<file path="config.mk">
export PLATFORM = sky130hd
export DESIGN_NAME = multimode_ff_bank
export DESIGN_NICKNAME = d
export VERILOG_FILES = /design/src/rtl/multimode_ff_bank.sv
export SDC_FILE = /design/constraint.sdc
export NUM_CORES = 1
export LEC_CHECK = 0
export BUFFER_PORTS_ARGS = -buffer_cell sky130_fd_sc_hd__buf_2
export CAP_MARGIN = 10
export CORE_UTILIZATION = 30
export CTS_CLUSTER_SIZE = 40
export DETAILED_ROUTE_END_ITERATION = 6
export SYNTH_ARGS = -nofsm -noshare
export SYNTH_HDL_FRONTEND = slang
export SYNTH_SLANG_ARGS = --single-unit
</file>
<file path="constraint.sdc">
create_clock -name clk -period 1.79 [get_ports clk]
set_input_delay 0.358 -clock clk [delete_from_list [all_inputs] [get_ports clk]]
set_output_delay 0.358 -clock clk [all_outputs]
set_load 0.01 [all_outputs]
</file>
<file path="src/rtl/multimode_ff_bank.sv">
// multimode_ff_bank
//   A bank of WIDTH flip-flops. A shared mode input selects D, T, JK or SR
//   behaviour for every channel at once. Each channel drives complementary
//   q/qb outputs, and both are registered from the same next-state value.
//   The bank also raises a sticky flag on illegal SR inputs. It emits a
//   one-cycle pulse on the cycle after any bit of q changed.
//
// Ports
//   clk      in   1      rising-edge clock
//   rst      in   1      synchronous active-high reset (overrides everything)
//   en       in   1      clock enable; 0 = all channels hold
//   mode     in   2      00 D, 01 T, 10 JK, 11 SR
//   a        in   WIDTH  D / T / J / S per channel
//   b        in   WIDTH  unused / unused / K / R per channel
//   clr_err  in   1      clears sr_err (a set on the same edge wins)
//   q        out  WIDTH  flip-flop state
//   qb       out  WIDTH  registered complement of q
//   changed  out  1      q changed on the previous edge
//   sr_err   out  1      sticky illegal-SR flag
module multimode_ff_bank #(
  parameter int               WIDTH   = 8,
  parameter logic [WIDTH-1:0] RST_VAL = '0
) (
  input  logic             clk,
  input  logic             rst,
  input  logic             en,
  input  logic [1:0]       mode,
  input  logic [WIDTH-1:0] a,
  input  logic [WIDTH-1:0] b,
  input  logic             clr_err,
  output logic [WIDTH-1:0] q,
  output logic [WIDTH-1:0] qb,
  output logic             changed,
  output logic             sr_err
);

  localparam logic [1:0] MODE_D  = 2'b00;
  localparam logic [1:0] MODE_T  = 2'b01;
  localparam logic [1:0] MODE_JK = 2'b10;
  localparam logic [1:0] MODE_SR = 2'b11;

  // Bitwise next-state for all four flip-flop types.
  function automatic logic [WIDTH-1:0] ff_next(
    input logic [1:0]       m,
    input logic [WIDTH-1:0] cur,
    input logic [WIDTH-1:0] in_a,
    input logic [WIDTH-1:0] in_b
  );
    logic [WIDTH-1:0] legal;
    logic [WIDTH-1:0] nxt;
    nxt   = cur;
    legal = ~(in_a & in_b);
    case (m)
      MODE_D:  nxt = in_a;
      MODE_T:  nxt = cur ^ in_a;
      // J sets a low bit, and a high bit survives unless K clears it.
      MODE_JK: nxt = (in_a & ~cur) | (~in_b & cur);
      // Channels with S=R=1 keep their value. Legal channels follow S/R.
      MODE_SR: nxt = (cur & ~legal) | (legal & (in_a | (cur & ~in_b)));
      default: nxt = cur;
    endcase
    return nxt;
  endfunction

  logic [WIDTH-1:0] q_next;
  logic             sr_illegal;

  always_comb begin
    q_next     = ff_next(mode, q, a, b);
    sr_illegal = (mode == MODE_SR) && (|(a & b));
  end

  // Stage boundary: all outputs are registered on this single edge.
  always_ff @(posedge clk) begin
    if (rst) begin
      q       <= RST_VAL;
      qb      <= ~RST_VAL;
      changed <= 1'b0;
      sr_err  <= 1'b0;
    end else begin
      if (en) begin
        q       <= q_next;
        qb      <= ~q_next;
        changed <= (q_next != q);
      end else begin
        changed <= 1'b0;
      end
      // A new illegal-SR event takes priority over a clear on the same edge.
      if (en && sr_illegal)
        sr_err <= 1'b1;
      else if (clr_err)
        sr_err <= 1'b0;
    end
  end

endmodule

</file>
==> run_summary.xml, run 1 <==
<?xml version="1.0" encoding="UTF-8"?>
<metrics>
  <group name="setup_path">
    <metric name="r2r.worst_path.cells" unit="">5</metric>
    <metric name="cp-startpoint" unit="">mode[0]</metric>
    <metric name="timing_worst_setup_path_type" unit="">input port to register</metric>
    <metric name="critPathMaxFanout" unit="">4</metric>
    <metric name="cp-start-kind" unit="">input port</metric>
    <metric name="crit_path_top_delay_cell" unit="">sky130_fd_sc_hd__or4_4</metric>
    <metric name="crit_chain" unit="">buf_6 &gt; or2_1 &gt; o221a_1 &gt; a211o_1 &gt; or4_4 &gt; o311a_1</metric>
    <metric name="setup.worst_path.end_class" unit="">register</metric>
    <metric name="worst_ep_required_time" unit="ps">1950</metric>
    <metric name="flop2flop_setup_slack" unit="ps">30</metric>
    <metric name="critical_path.max_stage_delay" unit="ps">530</metric>
    <metric name="worstSetupEndpoint" unit="">changed$_SDFF_PP0_</metric>
    <metric name="timing.critical_path.arrival" unit="ps">1990</metric>
    <metric name="regToRegStartpoint" unit="">q[2]$_SDFFE_PP0P_</metric>
    <metric name="regToRegEndpoint" unit="">changed$_SDFF_PP0_</metric>
  </group>
  <group name="final_layout">
    <metric name="nets" unit="">267</metric>
    <metric name="drive_gt1_frac" unit="">0.3607</metric>
    <metric name="final_core_utilization" unit="">0.4625</metric>
    <metric name="antenna_cells_inserted" unit="">0</metric>
    <metric name="area_growth" unit="%">43.49</metric>
  </group>
  <group name="synthesis">
    <metric name="synthMostInstantiatedCell" unit="">sky130_fd_sc_hd__a21oi_1</metric>
    <metric name="fraction_of_synthesis_flops_using_an_asynchronous_set_or_reset_pin" unit="">0</metric>
    <metric name="post_synth_inst_count" unit="">174</metric>
    <metric name="synth-main-ff-cell" unit="">sky130_fd_sc_hd__dfxtp_1</metric>
    <metric name="synth_area_leaders" unit="">sky130_fd_sc_hd__dfxtp_1 (27%), sky130_fd_sc_hd__a21oi_1 (9.4%), sky130_fd_sc_hd__a22o_1 (5.9%), sky130_fd_sc_hd__a2111o_1 (4.2%), sky130_fd_sc_hd__nand2b_1 (4.2%)</metric>
    <metric name="synth_cell_type_count" unit="">39</metric>
    <metric name="synth_common_cells" unit="">sky130_fd_sc_hd__a21oi_1 (25), sky130_fd_sc_hd__dfxtp_1 (18), sky130_fd_sc_hd__nand2_1 (12), sky130_fd_sc_hd__o21ai_0 (10)</metric>
    <metric name="synth_top_area_frac" unit="">0.2717</metric>
    <metric name="mean_post_synth_cell_area" unit="µm²">7.622</metric>
    <metric name="synth-edff-count" unit="">0</metric>
    <metric name="dominant_cell_type_by_area_after_synthesis" unit="">sky130_fd_sc_hd__dfxtp_1</metric>
    <metric name="post_synth_instance_area" unit="µm²">1326</metric>
    <metric name="synth.yosys.seq_area_share" unit="">0.2717</metric>
    <metric name="synth_warnings" unit="">0</metric>
    <metric name="synth_nets" unit="">196</metric>
    <metric name="postSynthRegisterBits" unit="">18</metric>
  </group>
  <group name="global_routing">
    <metric name="grt_pass1_wl" unit="µm">6582</metric>
    <metric name="grt_max_degree" unit="">14</metric>
    <metric name="antenna_found_initial" unit="">0</metric>
    <metric name="grt_overflow_total" unit="">0</metric>
    <metric name="grtUsageTotal" unit="">0.1886</metric>
    <metric name="grt_pass1_vias" unit="">1402</metric>
  </group>
  <group name="clocking">
    <metric name="clkSlewWorstSetupHoldPaths" unit="ps">70</metric>
    <metric name="cts-buffers-inserted" unit="">3</metric>
    <metric name="ctsHoldBuffers" unit="">0</metric>
    <metric name="cts_setup_buffers" unit="">0</metric>
    <metric name="htree_num_levels" unit="">1</metric>
    <metric name="cts.sinks" unit="">18</metric>
    <metric name="clock_latency" unit="ps">260</metric>
    <metric name="cts_tree" unit="">done</metric>
    <metric name="clockBufferDepth" unit="">2</metric>
    <metric name="clockRootBuffer" unit="">sky130_fd_sc_hd__clkbuf_8</metric>
  </group>
  <group name="sta">
    <metric name="relative_slew_slack" unit="">0.7494</metric>
    <metric name="fin_max_slew_vios" unit="">0</metric>
    <metric name="finalSetupViolations" unit="">1</metric>
    <metric name="final.setup.worst_slack" unit="ps">-42.00</metric>
    <metric name="period_share" unit="">1.023</metric>
    <metric name="setup_tns" unit="ps">-42.00</metric>
    <metric name="rsz_0062_raised_after_global_routing" unit="">yes</metric>
    <metric name="tightestPinTransition" unit="ps">366.4</metric>
    <metric name="final-hold-violation-count" unit="">0</metric>
    <metric name="fmax" unit="MHz">545.9</metric>
    <metric name="finalHoldWorstSlack" unit="ps">339.6</metric>
    <metric name="finClkSkew" unit="ps">3.981</metric>
    <metric name="timing.final.crit_period" unit="ps">1832</metric>
  </group>
  <group name="power">
    <metric name="worst_case_vdd_ir_drop" unit="µV">360.8</metric>
    <metric name="powerDensity" unit="nW/µm²">605.5</metric>
    <metric name="leakage" unit="µW">0.0008600</metric>
    <metric name="fin_total_pwr" unit="µW">1152</metric>
  </group>
  <group name="status">
    <metric name="violations_in_the_final_reports" unit="">negative setup slack</metric>
    <metric name="run_status" unit="">finished with violations</metric>
  </group>
  <group name="placement">
    <metric name="io_buffers" unit="">39</metric>
    <metric name="place.gp.congestion" unit="">0.9006</metric>
    <metric name="detailed_place_hpwl" unit="µm">3176</metric>
  </group>
  <group name="floorplan">
    <metric name="core-area" unit="µm²">4115</metric>
    <metric name="fp-row-count" unit="">23</metric>
    <metric name="top_level_ports" unit="">40</metric>
    <metric name="horizontal_die_dimension" unit="µm">68.49</metric>
    <metric name="floorplan.die_area" unit="µm²">4691</metric>
    <metric name="die_h" unit="µm">68.49</metric>
    <metric name="initial_core_util" unit="">0.3223</metric>
  </group>
  <group name="routing">
    <metric name="totalWireLength" unit="µm">4216</metric>
    <metric name="dr.pass1.iters" unit="">4</metric>
    <metric name="viasPerCell" unit="">5.442</metric>
    <metric name="num_vias" unit="">1600</metric>
    <metric name="wire_per_inst" unit="µm">14.34</metric>
    <metric name="drc" unit="">0</metric>
    <metric name="ant_nets" unit="">0</metric>
    <metric name="drt_first_iter_violations" unit="">99</metric>
  </group>
  <group name="job">
    <metric name="reported_max_cap_violation_count" unit="">0</metric>
  </group>
  <group name="hold_path">
    <metric name="worstHoldPathType" unit="">input port to register</metric>
    <metric name="timing.hold.worst.start" unit="">clr_err</metric>
    <metric name="timing.hold.worst_path_depth" unit="">3</metric>
  </group>
</metrics>
-- flip-flops by register name, summed over array words and instances (netlist names) --
signal	cells
sr_err	1
changed	1
q	8
qb	8
-- layout by cell type (no fill, tap or decap), types with 2 or more instances in the layout --
cell type,instances
sky130_fd_sc_hd__inv_1,7
sky130_fd_sc_hd__a32oi_1,2
sky130_fd_sc_hd__nand2_1,12
sky130_fd_sc_hd__nand4_1,7
sky130_fd_sc_hd__nand2b_1,9
sky130_fd_sc_hd__a22o_1,9
sky130_fd_sc_hd__xnor2_1,2
sky130_fd_sc_hd__nand3b_1,2
sky130_fd_sc_hd__buf_4,38
sky130_fd_sc_hd__or2_2,4
sky130_fd_sc_hd__nor2_1,6
sky130_fd_sc_hd__or3b_1,2
sky130_fd_sc_hd__a2111o_1,5
sky130_fd_sc_hd__a31oi_1,3
sky130_fd_sc_hd__a22oi_1,4
sky130_fd_sc_hd__a2111oi_0,3
sky130_fd_sc_hd__nor2b_1,2
sky130_fd_sc_hd__o21ai_0,10
sky130_fd_sc_hd__a21oi_1,25
sky130_fd_sc_hd__and3_1,5
sky130_fd_sc_hd__buf_6,2
sky130_fd_sc_hd__buf_2,37
sky130_fd_sc_hd__nand3_1,6
sky130_fd_sc_hd__dfxtp_1,17
sky130_fd_sc_hd__nand4bb_1,2
sky130_fd_sc_hd__a21o_1,4
sky130_fd_sc_hd__clkbuf_8,4
-- critical path: cells and delay by family --
kind / cells / cell delay, ps
buf+inv: 1 / 100
simple gates: 2 / 770
compound gates: 3 / 770
-- kinds of logic (layout without fill, tap and decap cells) --
family,count (synthesis),count (layout),synth area share
AOI/OAI and AO/OA,74,74,0.3849
xor gates and xnor gates,2,2,0.01321
buffers and inverters,19,89,0.06415
DFF,18,18,0.2717
muxes,1,1,0.007547
and+or+nand+nor,60,60,0.2585
-- through the flow --
stage / cells / setup WS [ps] / cell area, µm²
5_1_grt: 294 / -67.38 / 1903
3_5_place_dp: 290 / -331.5 / 1831
6_report: 294 / -42.00 / 1903
2_1_floorplan: 174 / -112.6 / 1330
3_3_place_gp: 290 / -285.6 / 1831
4_1_cts: 294 / -24.63 / 1898
-- what timing repair did --
item | 4_1_cts | 5_1_grt
gates resized for setup | 3 | 2
setup endpoints to repair | 1 | 1
pin swaps | 0 | 1
-- metal layers --
metal,part of all wire,global-route usage
met5,0,0
met2,0.42,0.2757
met3,0.062,0.01974
met4,0.012,0.05469
met1,0.51,0.2853
-- layout make-up --
cell class | count | area [µm²]
Fill cell | 422 | 2212
Inverter | 7 | 26.28
Sequential cell | 18 | 361.6
Multi-Input combinational cell | 137 | 884.6
Clock buffer | 4 | 55.05
Timing Repair Buffer | 78 | 513.0
Tap cell | 50 | 62.56
-- power by group --
group          switching [µW]  internal, µW  total [µW]
clock                     154           196         350
sequential               22.0           426         448
combinational             176           179         354
total                     351           801        1150
-- worst min path at each step --
stage | to | slack (ps)
after detailed placement | sr_err$_SDFFE_PP0P_ | 460
final | sr_err$_SDFFE_PP0P_ | 340
after global placement | sr_err$_SDFFE_PP0P_ | 460
after CTS | sr_err$_SDFFE_PP0P_ | 340
after global routing | sr_err$_SDFFE_PP0P_ | 390
after floorplan | qb[4]$_SDFFE_PP1P_ | 440
(Power assumes the default switching activity.)
==> inputs of run 2 (changes only) <==
Settings changed: ABC_AREA set to 1.
==> run 2 against run 1 <==
Against the previous run:
- the run now ends clean
- sequential power grew 1%
- via count shrank 15%
- critical endpoint unchanged
- final area is 21% lower
- critical path type is now register to register
- fmax rose by 38%
- clock skew shrank 2.4 ps
- largest cell class unchanged
- cell count decreased by 1.0%
- critical path depth grew 5
- hold slack improved by 3.6 ps
- die area down 9.3%
- register-to-register slack improved by 430 ps
- clock power shrank 7.7%
==> run_summary.xml, run 2 <==
<?xml version="1.0" encoding="UTF-8"?>
<metrics>
  <group name="status">
    <metric name="run_status" unit="">completed</metric>
  </group>
  <group name="routing">
    <metric name="totalWireLength" unit="µm">3222</metric>
    <metric name="num_vias" unit="">1353</metric>
    <metric name="viasPerCell" unit="">4.649</metric>
    <metric name="dr.pass1.iters" unit="">4</metric>
    <metric name="drc" unit="">0</metric>
    <metric name="wire_per_inst" unit="µm">11.07</metric>
    <metric name="drt_first_iter_violations" unit="">84</metric>
    <metric name="ant_nets" unit="">0</metric>
  </group>
  <group name="sta">
    <metric name="timing.final.crit_period" unit="ps">1326</metric>
    <metric name="fmax" unit="MHz">754.2</metric>
    <metric name="fin_max_slew_vios" unit="">0</metric>
    <metric name="final-hold-violation-count" unit="">0</metric>
    <metric name="finClkSkew" unit="ps">1.625</metric>
    <metric name="setup_tns" unit="ps">0</metric>
    <metric name="relative_slew_slack" unit="">0.7743</metric>
    <metric name="rsz_0062_raised_after_global_routing" unit="">no</metric>
    <metric name="finalSetupViolations" unit="">0</metric>
    <metric name="tightestPinTransition" unit="ps">338.2</metric>
    <metric name="period_share" unit="">0.7408</metric>
    <metric name="final.setup.worst_slack" unit="ps">464.0</metric>
  </group>
  <group name="clocking">
    <metric name="clockBufferDepth" unit="">2</metric>
    <metric name="ctsHoldBuffers" unit="">0</metric>
    <metric name="clkSlewWorstSetupHoldPaths" unit="ps">70</metric>
    <metric name="htree_num_levels" unit="">1</metric>
    <metric name="cts-buffers-inserted" unit="">3</metric>
    <metric name="cts_tree" unit="">done</metric>
    <metric name="post_cts_resize_count" unit="">0</metric>
    <metric name="cts_setup_buffers" unit="">0</metric>
    <metric name="cts.sinks" unit="">18</metric>
    <metric name="clock_latency" unit="ps">250</metric>
    <metric name="clockRootBuffer" unit="">sky130_fd_sc_hd__clkbuf_8</metric>
  </group>
  <group name="synthesis">
    <metric name="synth_warnings" unit="">0</metric>
    <metric name="synth-edff-count" unit="">0</metric>
    <metric name="synth.yosys.seq_area_share" unit="">0.3003</metric>
    <metric name="synthMostInstantiatedCell" unit="">sky130_fd_sc_hd__nand2_1</metric>
    <metric name="post_synth_inst_count" unit="">202</metric>
    <metric name="synth_area_leaders" unit="">sky130_fd_sc_hd__dfxtp_1 (30%), sky130_fd_sc_hd__nand2_1 (20%), sky130_fd_sc_hd__inv_1 (9.7%), sky130_fd_sc_hd__nand3_1 (9.2%), sky130_fd_sc_hd__o21ai_0 (6.7%)</metric>
    <metric name="synth_cell_type_count" unit="">25</metric>
    <metric name="synth_nets" unit="">224</metric>
    <metric name="synth_top_area_frac" unit="">0.3003</metric>
    <metric name="synth-main-ff-cell" unit="">sky130_fd_sc_hd__dfxtp_1</metric>
    <metric name="fraction_of_synthesis_flops_using_an_asynchronous_set_or_reset_pin" unit="">0</metric>
    <metric name="postSynthRegisterBits" unit="">18</metric>
    <metric name="synth_common_cells" unit="">sky130_fd_sc_hd__nand2_1 (63), sky130_fd_sc_hd__inv_1 (31), sky130_fd_sc_hd__nand3_1 (22), sky130_fd_sc_hd__dfxtp_1 (18)</metric>
    <metric name="mean_post_synth_cell_area" unit="µm²">5.940</metric>
    <metric name="post_synth_instance_area" unit="µm²">1200</metric>
    <metric name="dominant_cell_type_by_area_after_synthesis" unit="">sky130_fd_sc_hd__dfxtp_1</metric>
  </group>
  <group name="global_routing">
    <metric name="antenna_found_initial" unit="">0</metric>
    <metric name="met1_usage" unit="">0.2311</metric>
    <metric name="grt_pass1_vias" unit="">1158</metric>
    <metric name="groute.layer.met2.usage" unit="">0.2358</metric>
    <metric name="globalRouteMet3Util" unit="">0.02778</metric>
    <metric name="grt_overflow_total" unit="">0</metric>
    <metric name="grt_max_degree" unit="">15</metric>
    <metric name="gr-max-usage-layer" unit="">met2</metric>
    <metric name="grt_pass1_wl" unit="µm">5306</metric>
    <metric name="grtUsageTotal" unit="">0.1593</metric>
  </group>
  <group name="power">
    <metric name="power_frac_seq" unit="">0.434</metric>
    <metric name="switching_share" unit="">0.3033</metric>
    <metric name="power.net_switching" unit="µW">317.4</metric>
    <metric name="powerDensity" unit="nW/µm²">694.7</metric>
    <metric name="clockPowerShare" unit="">0.309</metric>
    <metric name="worst_case_vdd_ir_drop" unit="µV">439.2</metric>
    <metric name="cell_internal_pwr" unit="µW">729.2</metric>
    <metric name="leakage" unit="µW">0.0008078</metric>
    <metric name="power.combinational.fraction" unit="">0.257</metric>
  </group>
  <group name="floorplan">
    <metric name="initial_core_util" unit="">0.3205</metric>
    <metric name="top_level_ports" unit="">40</metric>
    <metric name="fp-row-count" unit="">22</metric>
    <metric name="die_h" unit="µm">65.24</metric>
    <metric name="horizontal_die_dimension" unit="µm">65.24</metric>
    <metric name="floorplan.die_area" unit="µm²">4256</metric>
    <metric name="core-area" unit="µm²">3744</metric>
  </group>
  <group name="placement">
    <metric name="place.gp.congestion" unit="">0.8595</metric>
    <metric name="detailed_place_hpwl" unit="µm">2611</metric>
    <metric name="dp.cells" unit="">287</metric>
    <metric name="post-place-ws" unit="ps">222.9</metric>
    <metric name="io_buffers" unit="">39</metric>
  </group>
  <group name="final_layout">
    <metric name="final_common_cell" unit="">sky130_fd_sc_hd__nand2_1</metric>
    <metric name="layout_top_registers" unit="">q (8), qb (8)</metric>
    <metric name="antenna_cells_inserted" unit="">0</metric>
    <metric name="instances_no_fill" unit="">291</metric>
    <metric name="most-common-layout-cells" unit="">sky130_fd_sc_hd__nand2_1 (63), sky130_fd_sc_hd__buf_2 (39), sky130_fd_sc_hd__inv_1 (31), sky130_fd_sc_hd__nand3_1 (22), sky130_fd_sc_hd__dfxtp_1 (18)</metric>
    <metric name="area_growth" unit="%">25.55</metric>
    <metric name="nets" unit="">266</metric>
    <metric name="drive_gt1_frac" unit="">0.2305</metric>
  </group>
  <group name="setup_path">
    <metric name="cp-start-kind" unit="">register</metric>
    <metric name="regToRegStartpoint" unit="">q[1]$_SDFFE_PP0P_</metric>
    <metric name="worst_ep_required_time" unit="ps">1940</metric>
    <metric name="timing.critical_path.arrival" unit="ps">1470</metric>
    <metric name="setup.worst_path.end_class" unit="">register</metric>
    <metric name="cp-startpoint" unit="">q[1]$_SDFFE_PP0P_</metric>
    <metric name="timing_worst_setup_path_type" unit="">register to register</metric>
    <metric name="flop2flop_setup_slack" unit="ps">460</metric>
    <metric name="critPathMaxFanout" unit="">5</metric>
  </group>
  <group name="job">
    <metric name="reported_max_cap_violation_count" unit="">0</metric>
  </group>
  <group name="hold_path">
    <metric name="worstHoldPathType" unit="">input port to register</metric>
    <metric name="timing.hold.worst.start" unit="">rst</metric>
  </group>
</metrics>
run 2: changes by cell type after synthesis, sizes merged, moves of 9 or more:
cell / delta
nand2: +56
nand3: +16
o21ai: +14
a21oi: -20
inv: +25
nand2b: -9
a22o: -9
nor2: +11
run 2: worst paths after layout:
check | end | depth (start not counted)
setup reg to reg | changed$_SDFF_PP0_ | 11
hold reg to reg | qb[4]$_SDFFE_PP1P_ | 2
hold / removal | q[0]$_SDFFE_PP0P_ | 2
setup / recovery | changed$_SDFF_PP0_ | 11
run 2: final cells by class:
type,count,area (µm²)
tap,48,60.06
timing repair buffer,41,222.7
clock buffer,4,55.05
sequential,18,360.3
multi-input combinational,146,679.4
fill,436,2237
inverter,34,128.9
run 2: power by group through the flow:
stage / registers [µW] / clock network (µW) / logic, µW
2_1_floorplan: 472 / 0 / 156
3_3_place_gp: 463 / 0 / 269
3_5_place_dp: 463 / 0 / 270
4_1_cts: 454 / 330 / 272
5_1_grt: 458 / 351 / 306
6_report: 454 / 323 / 269
run 2: kinds of logic after synthesis:
logic type	share of synthesized area
AOI/OAI and AO/OA	0.1637
and+or+nand+nor	0.4025
buffers and inverters	0.1335
DFF	0.3003
run 2: routing by layer:
layer,vias to the layer above,part of all wire
met4,0,0.0084
met2,29,0.43
met5,-,0
met1,596,0.51
met3,4,0.056
li1,724,-
run 2: stage by stage:
| step | hold WS (ps) | power, µW | area (µm²) | util |
|---|---|---|---|---|
| 4_1_cts | 343.8 | 1056 | 1506 | 0.4024 |
| 3_3_place_gp | 439.1 | 732.6 | 1451 | 0.3877 |
| 3_5_place_dp | 439.4 | 733.0 | 1451 | 0.3877 |
| 6_report | 343.2 | 1047 | 1506 | 0.4024 |
| 5_1_grt | 348.2 | 1115 | 1506 | 0.4024 |
| 2_1_floorplan | 427.1 | 628.5 | 1200 | - |
run 2: critical path: stages (launching register included):
cell and delay [ps]:
sky130_fd_sc_hd__dfxtp_1 420, sky130_fd_sc_hd__inv_1 90, sky130_fd_sc_hd__nand2_1 60, sky130_fd_sc_hd__nor2_1 30, sky130_fd_sc_hd__nor2_1 120, sky130_fd_sc_hd__nand2_1 80
sky130_fd_sc_hd__nand3_1 70, sky130_fd_sc_hd__nand2_1 60, sky130_fd_sc_hd__nor2_2 100, sky130_fd_sc_hd__nand2_1 50, sky130_fd_sc_hd__nor2_1 90, sky130_fd_sc_hd__nor2_1 40
